### config.mk
export PLATFORM = sky130hd
export DESIGN_NAME = ascon_out_framer
export DESIGN_NICKNAME = d
export VERILOG_FILES = /design/src/rtl/ascon_pkg.sv /design/src/rtl/ascon_sipo.sv /design/src/rtl/ascon_out_framer.sv
export SDC_FILE = /design/constraint.sdc
export NUM_CORES = 1
export LEC_CHECK = 0
export BUFFER_PORTS_ARGS = -buffer_cell sky130_fd_sc_hd__buf_2
export CELL_PAD_IN_SITES_DETAIL_PLACEMENT = 1
export CELL_PAD_IN_SITES_GLOBAL_PLACEMENT = 1
export CORE_MARGIN = 5
export CORE_UTILIZATION = 45
export DETAILED_ROUTE_END_ITERATION = 16
export HOLD_SLACK_MARGIN = 0.02
export MAX_ROUTING_LAYER = met4
export PLACE_DENSITY = 0.77
export SLEW_MARGIN = 25
export SYNTH_ARGS = -nofsm -noshare
export SYNTH_HDL_FRONTEND = slang
export SYNTH_SLANG_ARGS = --single-unit
### constraint.sdc
create_clock -name clk -period 3 [get_ports clk]
set_input_delay 0.3 -clock clk [delete_from_list [all_inputs] [get_ports clk]]
set_output_delay 0.3 -clock clk [all_outputs]
set_load 0.005 [all_outputs]
### src/rtl/ascon_pkg.sv
// Shared types and constants for the Ascon output framing path.
package ascon_pkg;

  typedef enum logic [2:0] {
    IDLE,
    ALIGN,
    CAPTURE,
    EMIT,
    DONE
  } state_t;

  localparam logic [7:0] HDR_BASE = 8'hA0;

  localparam logic MODE_ENC = 1'b1;
  localparam logic MODE_DEC = 1'b0;

  // Header byte, then payload bytes, then tag bytes.
  function automatic int unsigned frame_len(input int unsigned y_bits,
                                            input int unsigned t_bits);
    return 1 + y_bits / 8 + t_bits / 8;
  endfunction

endpackage

### src/rtl/ascon_sipo.sv
// LSB-first serial-in/parallel-out register with byte read-out by index.
module ascon_sipo #(
  parameter int unsigned W = 32,
  localparam int unsigned NB = W / 8,
  localparam int unsigned IW = (NB > 1) ? $clog2(NB) : 1
) (
  input  logic          clk,
  input  logic          rst,
  input  logic          en,
  input  logic          bit_in,
  input  logic [IW-1:0] sel,
  output logic [7:0]    byte_out
);

  logic [W-1:0] sr;

  // Shift right so that after W enabled cycles the first bit sits at bit 0.
  always_ff @(posedge clk) begin
    if (rst) begin
      sr <= '0;
    end else if (en) begin
      sr <= {bit_in, sr[W-1:1]};
    end
  end

  // Select byte sel, i.e. sr[8*sel+7:8*sel].
  always_comb begin
    byte_out = '0;
    for (int unsigned i = 0; i < NB; i++) begin
      if (sel == IW'(i)) begin
        byte_out = sr[8*i +: 8];
      end
    end
  end

endmodule

### src/rtl/ascon_out_framer.sv
// Deserialises the core's payload/tag bit streams and emits a header+payload+tag
// byte frame on a valid/ready stream.
module ascon_out_framer
  import ascon_pkg::*;
#(
  parameter int unsigned y   = 32,
  parameter int unsigned t   = 128,
  parameter logic [7:0]  HDR = HDR_BASE
) (
  input  logic       clk,
  input  logic       rst,
  input  logic       encryption_readyxSI,
  input  logic       cipher_textxSI,
  input  logic       tagxSI,
  input  logic       decryption_readyxSI,
  input  logic       plain_textxSI,
  input  logic       dec_tagxSI,
  input  logic       message_authenticationxSI,
  output logic [7:0] out_dataxSO,
  output logic       out_validxSO,
  input  logic       out_readyxSI,
  output logic       out_lastxSO,
  output logic       abortxSO,
  output logic       busyxSO
);

  localparam int unsigned MAXL = (y > t) ? y : t;
  localparam int unsigned CW   = $clog2(MAXL);
  localparam int unsigned FLEN = frame_len(y, t);
  localparam int unsigned BW   = $clog2(FLEN + 1);
  localparam int unsigned PNB  = y / 8;
  localparam int unsigned TNB  = t / 8;
  localparam int unsigned PIW  = (PNB > 1) ? $clog2(PNB) : 1;
  localparam int unsigned TIW  = (TNB > 1) ? $clog2(TNB) : 1;

  state_t         state, state_n;
  logic [CW-1:0]  cnt, cnt_n;
  logic [BW-1:0]  bidx, bidx_n;
  logic           mode, mode_n;
  logic           auth, auth_n;
  logic           enc_q, dec_q;
  logic [7:0]     data_n;
  logic           valid_n, last_n, abort_n;

  logic           enc_rise, dec_rise, sel_ready;
  logic           pay_en, tag_en, pay_bit, tag_bit;
  logic [PIW-1:0] pay_sel;
  logic [TIW-1:0] tag_sel;
  logic [7:0]     pay_byte, tag_byte, next_byte;

  assign enc_rise  = encryption_readyxSI & ~enc_q;
  assign dec_rise  = decryption_readyxSI & ~dec_q;
  assign sel_ready = (mode == MODE_ENC) ? encryption_readyxSI : decryption_readyxSI;
  assign pay_bit   = (mode == MODE_ENC) ? cipher_textxSI : plain_textxSI;
  assign tag_bit   = (mode == MODE_ENC) ? tagxSI : dec_tagxSI;
  assign busyxSO   = (state != IDLE);

  ascon_sipo #(.W(y)) u_payload (
    .clk      (clk),
    .rst      (rst),
    .en       (pay_en),
    .bit_in   (pay_bit),
    .sel      (pay_sel),
    .byte_out (pay_byte)
  );

  ascon_sipo #(.W(t)) u_tag (
    .clk      (clk),
    .rst      (rst),
    .en       (tag_en),
    .bit_in   (tag_bit),
    .sel      (tag_sel),
    .byte_out (tag_byte)
  );

  // Byte bidx of the frame: header, then payload bytes, then tag bytes.
  always_comb begin
    pay_sel = PIW'(bidx - BW'(1));
    tag_sel = TIW'(bidx - BW'(1 + PNB));
    if (bidx == '0) begin
      next_byte = HDR | {6'b0, mode, auth};
    end else if (bidx <= BW'(PNB)) begin
      next_byte = pay_byte;
    end else begin
      next_byte = tag_byte;
    end
  end

  // Next-state, capture enables and output-register updates.
  always_comb begin
    state_n = state;
    cnt_n   = cnt;
    bidx_n  = bidx;
    mode_n  = mode;
    auth_n  = auth;
    data_n  = out_dataxSO;
    valid_n = out_validxSO;
    last_n  = out_lastxSO;
    abort_n = 1'b0;
    pay_en  = 1'b0;
    tag_en  = 1'b0;
    case (state)
      IDLE: begin
        if (enc_rise || dec_rise) begin
          state_n = ALIGN;
          mode_n  = enc_rise ? MODE_ENC : MODE_DEC;
        end
      end
      ALIGN: begin
        if (!sel_ready) begin
          abort_n = 1'b1;
          state_n = IDLE;
        end else begin
          state_n = CAPTURE;
          cnt_n   = '0;
        end
      end
      CAPTURE: begin
        if (!sel_ready) begin
          abort_n = 1'b1;
          state_n = IDLE;
        end else begin
          pay_en = (32'(cnt) < y);
          tag_en = (32'(cnt) < t);
          if (cnt == '0) begin
            auth_n = (mode == MODE_ENC) ? 1'b1 : message_authenticationxSI;
          end
          if (cnt == CW'(MAXL - 1)) begin
            state_n = EMIT;
            bidx_n  = '0;
          end else begin
            cnt_n = cnt + CW'(1);
          end
        end
      end
      EMIT: begin
        // Load the next byte whenever the output slot is empty or being drained,
        // giving one byte per clock under continuous ready.
        if (out_validxSO && out_readyxSI && out_lastxSO) begin
          valid_n = 1'b0;
          last_n  = 1'b0;
          state_n = DONE;
        end else if (!out_validxSO || out_readyxSI) begin
          data_n  = next_byte;
          last_n  = (bidx == BW'(FLEN - 1));
          valid_n = 1'b1;
          bidx_n  = bidx + BW'(1);
        end
      end
      DONE: begin
        if (!encryption_readyxSI && !decryption_readyxSI) begin
          state_n = IDLE;
        end
      end
      default: state_n = IDLE;
    endcase
  end

  // State and output registers.
  always_ff @(posedge clk) begin
    if (rst) begin
      state        <= IDLE;
      cnt          <= '0;
      bidx         <= '0;
      mode         <= MODE_DEC;
      auth         <= 1'b0;
      enc_q        <= 1'b0;
      dec_q        <= 1'b0;
      out_dataxSO  <= '0;
      out_validxSO <= 1'b0;
      out_lastxSO  <= 1'b0;
      abortxSO     <= 1'b0;
    end else begin
      state        <= state_n;
      cnt          <= cnt_n;
      bidx         <= bidx_n;
      mode         <= mode_n;
      auth         <= auth_n;
      enc_q        <= encryption_readyxSI;
      dec_q        <= decryption_readyxSI;
      out_dataxSO  <= data_n;
      out_validxSO <= valid_n;
      out_lastxSO  <= last_n;
      abortxSO     <= abort_n;
    end
  end

endmodule

==> metrics.md, run 1 <==
| Metric | Value |
|---|---|
| Synth-to-layout area growth | `10.8%` |
| Cells along the critical path | `inv_1 -> ha_1 -> buf_4 -> or3b_2 -> o22ai_1 -> a21oi_1 -> a2111oi_2 -> o21ai_0` |
| Total core area | `0.0195 sq mm` |
| Max-Cap Viols | `0` |
| Port bufs | `21` |
| Status | `completed` |
| Post-route clock skew | `0.0147 ns` |
| Post-Route WL | `28.0 mm` |
| Number of global-route vias before repair | `8351` |
| CP Class | `reg -> reg` |
| Top cells by area, synth | `dfxtp_1 (42%), nand2_1 (15%), a21oi_1 (12%)` |
| Max-slew violations | `0` |
| Worst-Skew Late Latency | `0.44 ns` |
| Total CTS buffers | `17` |
| Post-CTS Setup Repair Bufs | `0` |
| Worst-Margin Slew | `0.706 ns` |
| ANT cells | `0` |
| Final hold viol count | `0` |
| Lkg Pwr | `3.14 nW` |
| Die Ht | `151 um` |
| Most used DFF post-synth | `dfxtp_1` |
| Top-area cell type share of the netlist area | `42.4%` |
| Hold Crit Class | `in -> reg` |
| WP buf/inv | `2` |
| Largest area contributor in the netlist | `dfxtp_1` |
| Top-Level Pins | `22` |
| Kind of end point of the critical path | `flop` |
| All-Layer GR Usage | `26.1%` |
| Layout cell share with drive strength beyond 1 | `8.67%` |
| Worst Slack Setup Final | `0.185 ns` |
| Placed Area | `0.00931 sq mm` |
| GRT overflow | `0` |
| CTS tree | `built` |
| Async SR Flop Fraction | `0%` |
| Post-route antenna net violation count | `0` |
| Clock sink total | `190` |
| Placed instance count | `1433` |
| Finished Layout Cells | `1465` |
| Die area | `0.0229 sq mm` |
| Die outline width | `151 um` |
| CTS Buffer Depth | `2` |
| Initial Util | `45.9%` |
| CTS root buffer | `clkbuf_16` |
| Hold Buf Count CTS | `0` |
| Syn Inst Count | `1214` |
| Minimum clock period | `2.81 ns` |
| # nets final | `1204` |
| Fmax | `355 MHz` |
| Design Area, Final | `0.00993 sq mm` |
| Worst slew margin | `52.9%` |
| Htree depth | `4` |
| Sequential-to-total area share from yosys stat | `42.4%` |
| DR pass1 iterations | `5` |
| Dpl hpwl | `19.2 mm` |
| Routed wire per std cell | `19.1 um` |
| Critical path startpoint category | `flop` |
| Yosys reg bits | `190` |
| Post-synth cell types | `69` |
| Synth Area per Inst | `7.39 sq um` |
| Initial antenna violation count | `0` |
| Pre-CTS setup slack | `0.107 ns` |
| Routability cong. | `0.947` |
| First DRT Iteration DRCs | `769` |
| Number of remaining DRC errors | `0` |
| Largest net degree at the start of global routing | `67` |
| Yosys warning count | `0` |
| EDFF count, synth | `0` |
| Crit-path max FO | `17` |
| Setup-failing EPs final | `0` |
| Std cell rows | `51` |
| Setup TNS | `0 ns` |
| Mapped Nets | `1231` |
| CP delay by family, top | `compound AO/OA/AOI/OAI gates` |
| P per Cell Area | `523 mW/mm^2` |
| Global-route wire length before repair | `45.9 mm` |
| Slowest stage delay, CP | `0.60 ns` |
| Crit path arrival time | `3.12 ns` |
| CP max stage cell | `or3b_2` |
| Peak supply drop | `337 uV` |
| Synth Cell Area | `0.00897 sq mm` |
| Via Count | `8606` |
| Drt via density | `5.87` |
| Final period utilization | `93.8%` |
| Critical Path RT | `3.31 ns` |
| Unrepaired setup endpoints after global routing | `no` |
| Fin util | `50.9%` |
| Clk slew on worst S/H paths | `0.08 ns` |
-- layer usage --
layer  routed length [um]  vias to the layer above  global-route usage, %
li1                     -                     4151                      -
met1                12800                     4259                   34.5
met2                13700                      171                   42.4
met3                 1100                       25                   4.01
met4                  378                        0                   6.03
met5                    0                        -                      -
-- stage by stage --
stage,hold slack (ns),power (mW)
floorplan,0.428,2.80
global placement,0.444,2.89
detailed placement,0.463,2.90
CTS,0.0990,5.25
global route,0.117,5.39
finish,0.111,5.20
-- state kept, by name (all words and copies together) (netlist names) --
name	count
dec_q	1
u_payload.sr	32
enc_q	1
out_validxSO	1
state	3
bidx	5
auth	1
u_tag.sr	128
cnt	7
abortxSO	1
out_lastxSO	1
mode	1
out_dataxSO	8
-- layout by cell type, fill, tap and decap left out, types with 5 or more instances in the layout --
master / instances
a211oi_1: 10
a21o_1: 5
a21oi_1: 207
a221oi_1: 13
a22oi_1: 9
a2bb2oi_1: 8
a31oi_1: 8
and2_1: 5
and3_1: 5
buf_2: 20
buf_4: 31
clkbuf_16: 17
clkinv_4: 6
dfxtp_1: 190
ha_1: 5
inv_1: 16
inv_8: 5
nand2_1: 362
nand2b_1: 6
nand3_1: 8
nand3b_1: 10
nor2_1: 59
nor2b_1: 9
nor3_1: 10
o2111ai_1: 6
o211ai_1: 7
o21a_1: 10
o21ai_0: 43
o221ai_1: 7
o22a_1: 5
o22ai_1: 10
or3_1: 5
-- worst reg2reg max path: cells and delay by family (launching register included) --
kind | cells | cell delay, ns
compound gates | 4 | 0.93
simple gates | 1 | 0.61
fa+ha+maj | 1 | 0.26
buf+inv | 2 | 0.36
flops | 1 | 0.54
-- cells in the mapped netlist, types with 8 or more instances --
master / number
a211oi_1: 10
a21oi_1: 207
a221oi_1: 13
a22oi_1: 9
a2bb2oi_1: 8
a31oi_1: 8
buf_1: 8
clkbuf_1: 83
dfxtp_1: 190
inv_1: 16
nand2_1: 362
nand3_1: 8
nand3b_1: 10
nor2_1: 59
nor2b_1: 9
nor3_1: 10
o21a_1: 10
o21ai_0: 44
o22ai_1: 10
-- power by group --
part / leakage [nW] / total [mW] / internal, mW / switching, mW
combinational: 1.32 / 0.282 / 0.0764 / 0.206
clock: 0.297 / 2.36 / 1.26 / 1.10
sequential: 1.53 / 2.55 / 2.53 / 0.0212
total: 3.14 / 5.20 / 3.87 / 1.32
-- timing repair --
item	in CTS	in global routing
gates resized for setup	0	4
endpoints found under the hold margin	0	0
setup endpoints to repair	0	3
-- kinds of logic (layout without fill, tap and decap cells) --
| group | after synthesis | count (layout) | synth area share (%) |
|---|---|---|---|
| adder cells (fa/ha/maj) | 7 | 7 | 0.977 |
| AND/OR/NAND/NOR | 504 | 504 | 23.7 |
| AO/OA/AOI/OAI | 385 | 385 | 26.5 |
| XOR/XNOR | 7 | 7 | 0.684 |
| multiplexers | 5 | 5 | 0.572 |
| buffers and inverters | 116 | 102 | 5.12 |
| flip-flops | 190 | 190 | 42.4 |
-- path summary, 6_finish.rpt --
kind	slack, ns	depth (start not counted)	start	end
min	0.11	2	decryption_readyxSI	dec_q
max reg2reg	0.19	8	bidx[1]	out_dataxSO[2]
min reg2reg	0.47	2	u_payload.sr[22]	u_payload.sr[21]
max	0.19	8	bidx[1]	out_dataxSO[2]
-- final cells by class --
type                       count  area (sq um)
fill                        2463          9590
multi-input combinational    908          4750
sequential                   190          3800
clock buffer                  17           425
timing repair buffer          54           384
tap                          265           332
clock inverter                15           181
inverter                      16          60.1
(Power assumes the default switching activity.)
==> inputs of run 2 (changes only) <==
CORE_UTILIZATION = 46   (was 45)
SKIP_LAST_GASP = 1   (was unset)
==> run 2 against run 1 <==
  * Cell count unchanged
  * Hold slack better by 0.021 ns
  * Final area fell by 0.11%
  * Non-clock buffer count did not move
  * Critical path type unchanged
  * Largest power group unchanged
==> metrics.md, run 2 (synthesis results as in run 1) <==
| Metric | Value |
|---|---|
| Status | `completed (unchanged)` |
| Top-Level Pins | `22 (unchanged)` |
| # nets final | `1204 (unchanged)` |
| Peak supply drop | `358 uV (was 337 uV)` |
| Fmax | `357 MHz (was 355 MHz)` |
| Lkg Pwr | `3.13 nW (was 3.14 nW)` |
| Most frequent cells in the layout | `nand2_1 (362), a21oi_1 (207), dfxtp_1 (190), nor2_1 (59), o21ai_0 (44) (was nand2_1 (362), a21oi_1 (207), dfxtp_1 (190), nor2_1 (59), o21ai_0 (43))` |
| CP Class | `reg -> reg (unchanged)` |
| Sw Share | `25.6% (was 25.5%)` |
| Std cell rows | `51 (unchanged)` |
| Cells along the critical path | `inv_1 -> ha_1 -> buf_4 -> or3b_2 -> o21ai_0 -> o2111ai_1 -> a211o_1 -> a211oi_1 (was inv_1 -> ha_1 -> buf_4 -> or3b_2 -> o22ai_1 -> a21oi_1 -> a2111oi_2 -> o21ai_0)` |
| Die area | `0.0224 sq mm (was 0.0229 sq mm)` |
| Max-slew violations | `0 (unchanged)` |
| Number of global-route vias before repair | `8420 (was 8351)` |
| Top reg by flops | `u_tag.sr (unchanged)` |
| Combinational power share | `5.5% (was 5.4%)` |
| Setup-failing EPs final | `0 (unchanged)` |
| First DRT Iteration DRCs | `547 (was 769)` |
| Worst slew margin | `48.9% (was 52.9%)` |
| Post-route clock skew | `0.0126 ns (was 0.0147 ns)` |
| Port bufs | `21 (unchanged)` |
| Max-Cap Viols | `0 (unchanged)` |
| Kind of end point of the critical path | `flop (unchanged)` |
| DR pass1 iterations | `5 (unchanged)` |
| Worst-Margin Slew | `0.767 ns (was 0.706 ns)` |
| Sw power | `1.31 mW (was 1.32 mW)` |
| Critical path startpoint category | `flop (unchanged)` |
| Overall power | `5.12 mW (was 5.20 mW)` |
| Dpl hpwl | `19.2 mm (about the same)` |
| Via Count | `8456 (was 8606)` |
| Layout cell share with drive strength beyond 1 | `8.67% (unchanged)` |
| Clock sink total | `190 (unchanged)` |
| Unrepaired setup endpoints after global routing | `no (unchanged)` |
| CTS Buffer Depth | `2 (unchanged)` |
| Total core area | `0.0193 sq mm (was 0.0195 sq mm)` |
| WP buf/inv | `2 (unchanged)` |
| Setup TNS | `0 ns (unchanged)` |
| CP delay by family, top | `compound AO/OA/AOI/OAI gates (unchanged)` |
| Synth-to-layout area growth | `10.6% (was 10.8%)` |
| Final period utilization | `93.3% (was 93.8%)` |
| Hold WS | `0.132 ns (was 0.111 ns)` |
| Post-Route WL | `27.9 mm (was 28.0 mm)` |
| Initial antenna violation count | `0 (unchanged)` |
| Design Area, Final | `0.00992 sq mm (was 0.00993 sq mm)` |
| All-Layer GR Usage | `26.1% (about the same)` |
| Initial Util | `46.4% (was 45.9%)` |
| Hold Crit Class | `in -> reg (unchanged)` |
| Critical Path RT | `3.35 ns (was 3.31 ns)` |
| Crit-path max FO | `17 (unchanged)` |
| Routability cong. | `0.937 (was 0.947)` |
| Final hold viol count | `0 (unchanged)` |
| Die Ht | `150 um (was 151 um)` |
| Max reg flops | `128 (unchanged)` |
| Global-route wire length before repair | `45.4 mm (was 45.9 mm)` |
| P per Cell Area | `516 mW/mm^2 (was 523 mW/mm^2)` |
| Largest net degree at the start of global routing | `131 (was 67)` |
| Commonest non-fill, non-tap cell in the layout | `nand2_1 (unchanged)` |
| Finished Layout Cells | `1465 (unchanged)` |
| ANT cells | `0 (unchanged)` |
| Slowest stage delay, CP | `0.61 ns (was 0.60 ns)` |
| Biggest regs | `u_tag.sr: 128 flops, u_payload.sr: 32 flops, out_dataxSO: 8 flops (unchanged)` |
| Clock power frac | `44.6% (was 45.4%)` |
| Internal power | `3.81 mW (was 3.87 mW)` |
| Htree depth | `4 (unchanged)` |
| Number of remaining DRC errors | `0 (unchanged)` |
| Minimum clock period | `2.80 ns (was 2.81 ns)` |
| Worst-Skew Late Latency | `0.44 ns (about the same)` |
| Seq pwr share | `49.9% (was 49.2%)` |
| Drt via density | `5.77 (was 5.87)` |
| Hold Buf Count CTS | `0 (unchanged)` |
| CP max stage cell | `or3b_2 (unchanged)` |
| Placed Area | `0.00932 sq mm (was 0.00931 sq mm)` |
| GRT overflow | `0 (unchanged)` |
| Placed instance count | `1433 (unchanged)` |
| Clk slew on worst S/H paths | `0.08 ns (about the same)` |
| CTS tree | `built (unchanged)` |
| CTS root buffer | `clkbuf_16 (unchanged)` |
| Post-route antenna net violation count | `0 (unchanged)` |
| Routed wire per std cell | `19.1 um (about the same)` |
| Total CTS buffers | `17 (unchanged)` |
| Die outline width | `150 um (was 151 um)` |
| Crit path arrival time | `3.15 ns (was 3.12 ns)` |
==> run 2: path summary, 6_finish.rpt <==
check / start / to / slack, ns / cells past startpoint
hold reg to reg: u_tag.sr[0] / u_tag.sr[0] / 0.46 / 2
hold / removal: encryption_readyxSI / enc_q / 0.13 / 3
setup / recovery: bidx[0] / out_dataxSO[7] / 0.20 / 8
setup reg to reg: bidx[0] / out_dataxSO[7] / 0.20 / 8
==> run 2: what timing repair did <==
item                       CTS  global route
gates resized for setup      0             2
hold endpoints to repair     0             0
setup endpoints to repair    0             1
setup buffers                0             0
==> run 2: worst min-delay path: stages <==
cell,delay [ns]
buf_2,0.10
inv_1,0.06
nor2_1,0.09
==> run 2: layout make-up <==
class	instances	area, sq um
fill	2435	9410
multi-input combinational	908	4740
sequential	190	3800
clock buffer	18	439
timing repair buffer	54	397
tap	265	332
clock inverter	14	154
inverter	16	60.1
==> run 2: power groups by stage <==
stage	clock network (mW)	registers [mW]	logic [mW]
finish	2.28	2.56	0.282
CTS	2.33	2.56	0.284
floorplan	0	2.60	0.205
global route	2.44	2.56	0.314
detailed placement	0	2.61	0.282
global placement	0	2.61	0.278
==> run 2: through the flow <==
step                setup slack [ns]  util [%]
floorplan                      0.625         -
global placement               0.181      48.2
detailed placement            0.0121      48.2
CTS                          0.00417      51.3
global route                  0.0111      51.3
finish                         0.200      51.3
==> run 2: per-layer routing <==
metal  GRT usage [%]  wire length (um)  vias up
li1                -                 -     4142
met1            34.0             12900     4095
met2            42.4             13300      168
met3            4.27              1020       51
met4            7.09               607        0
met5               -                 0        -
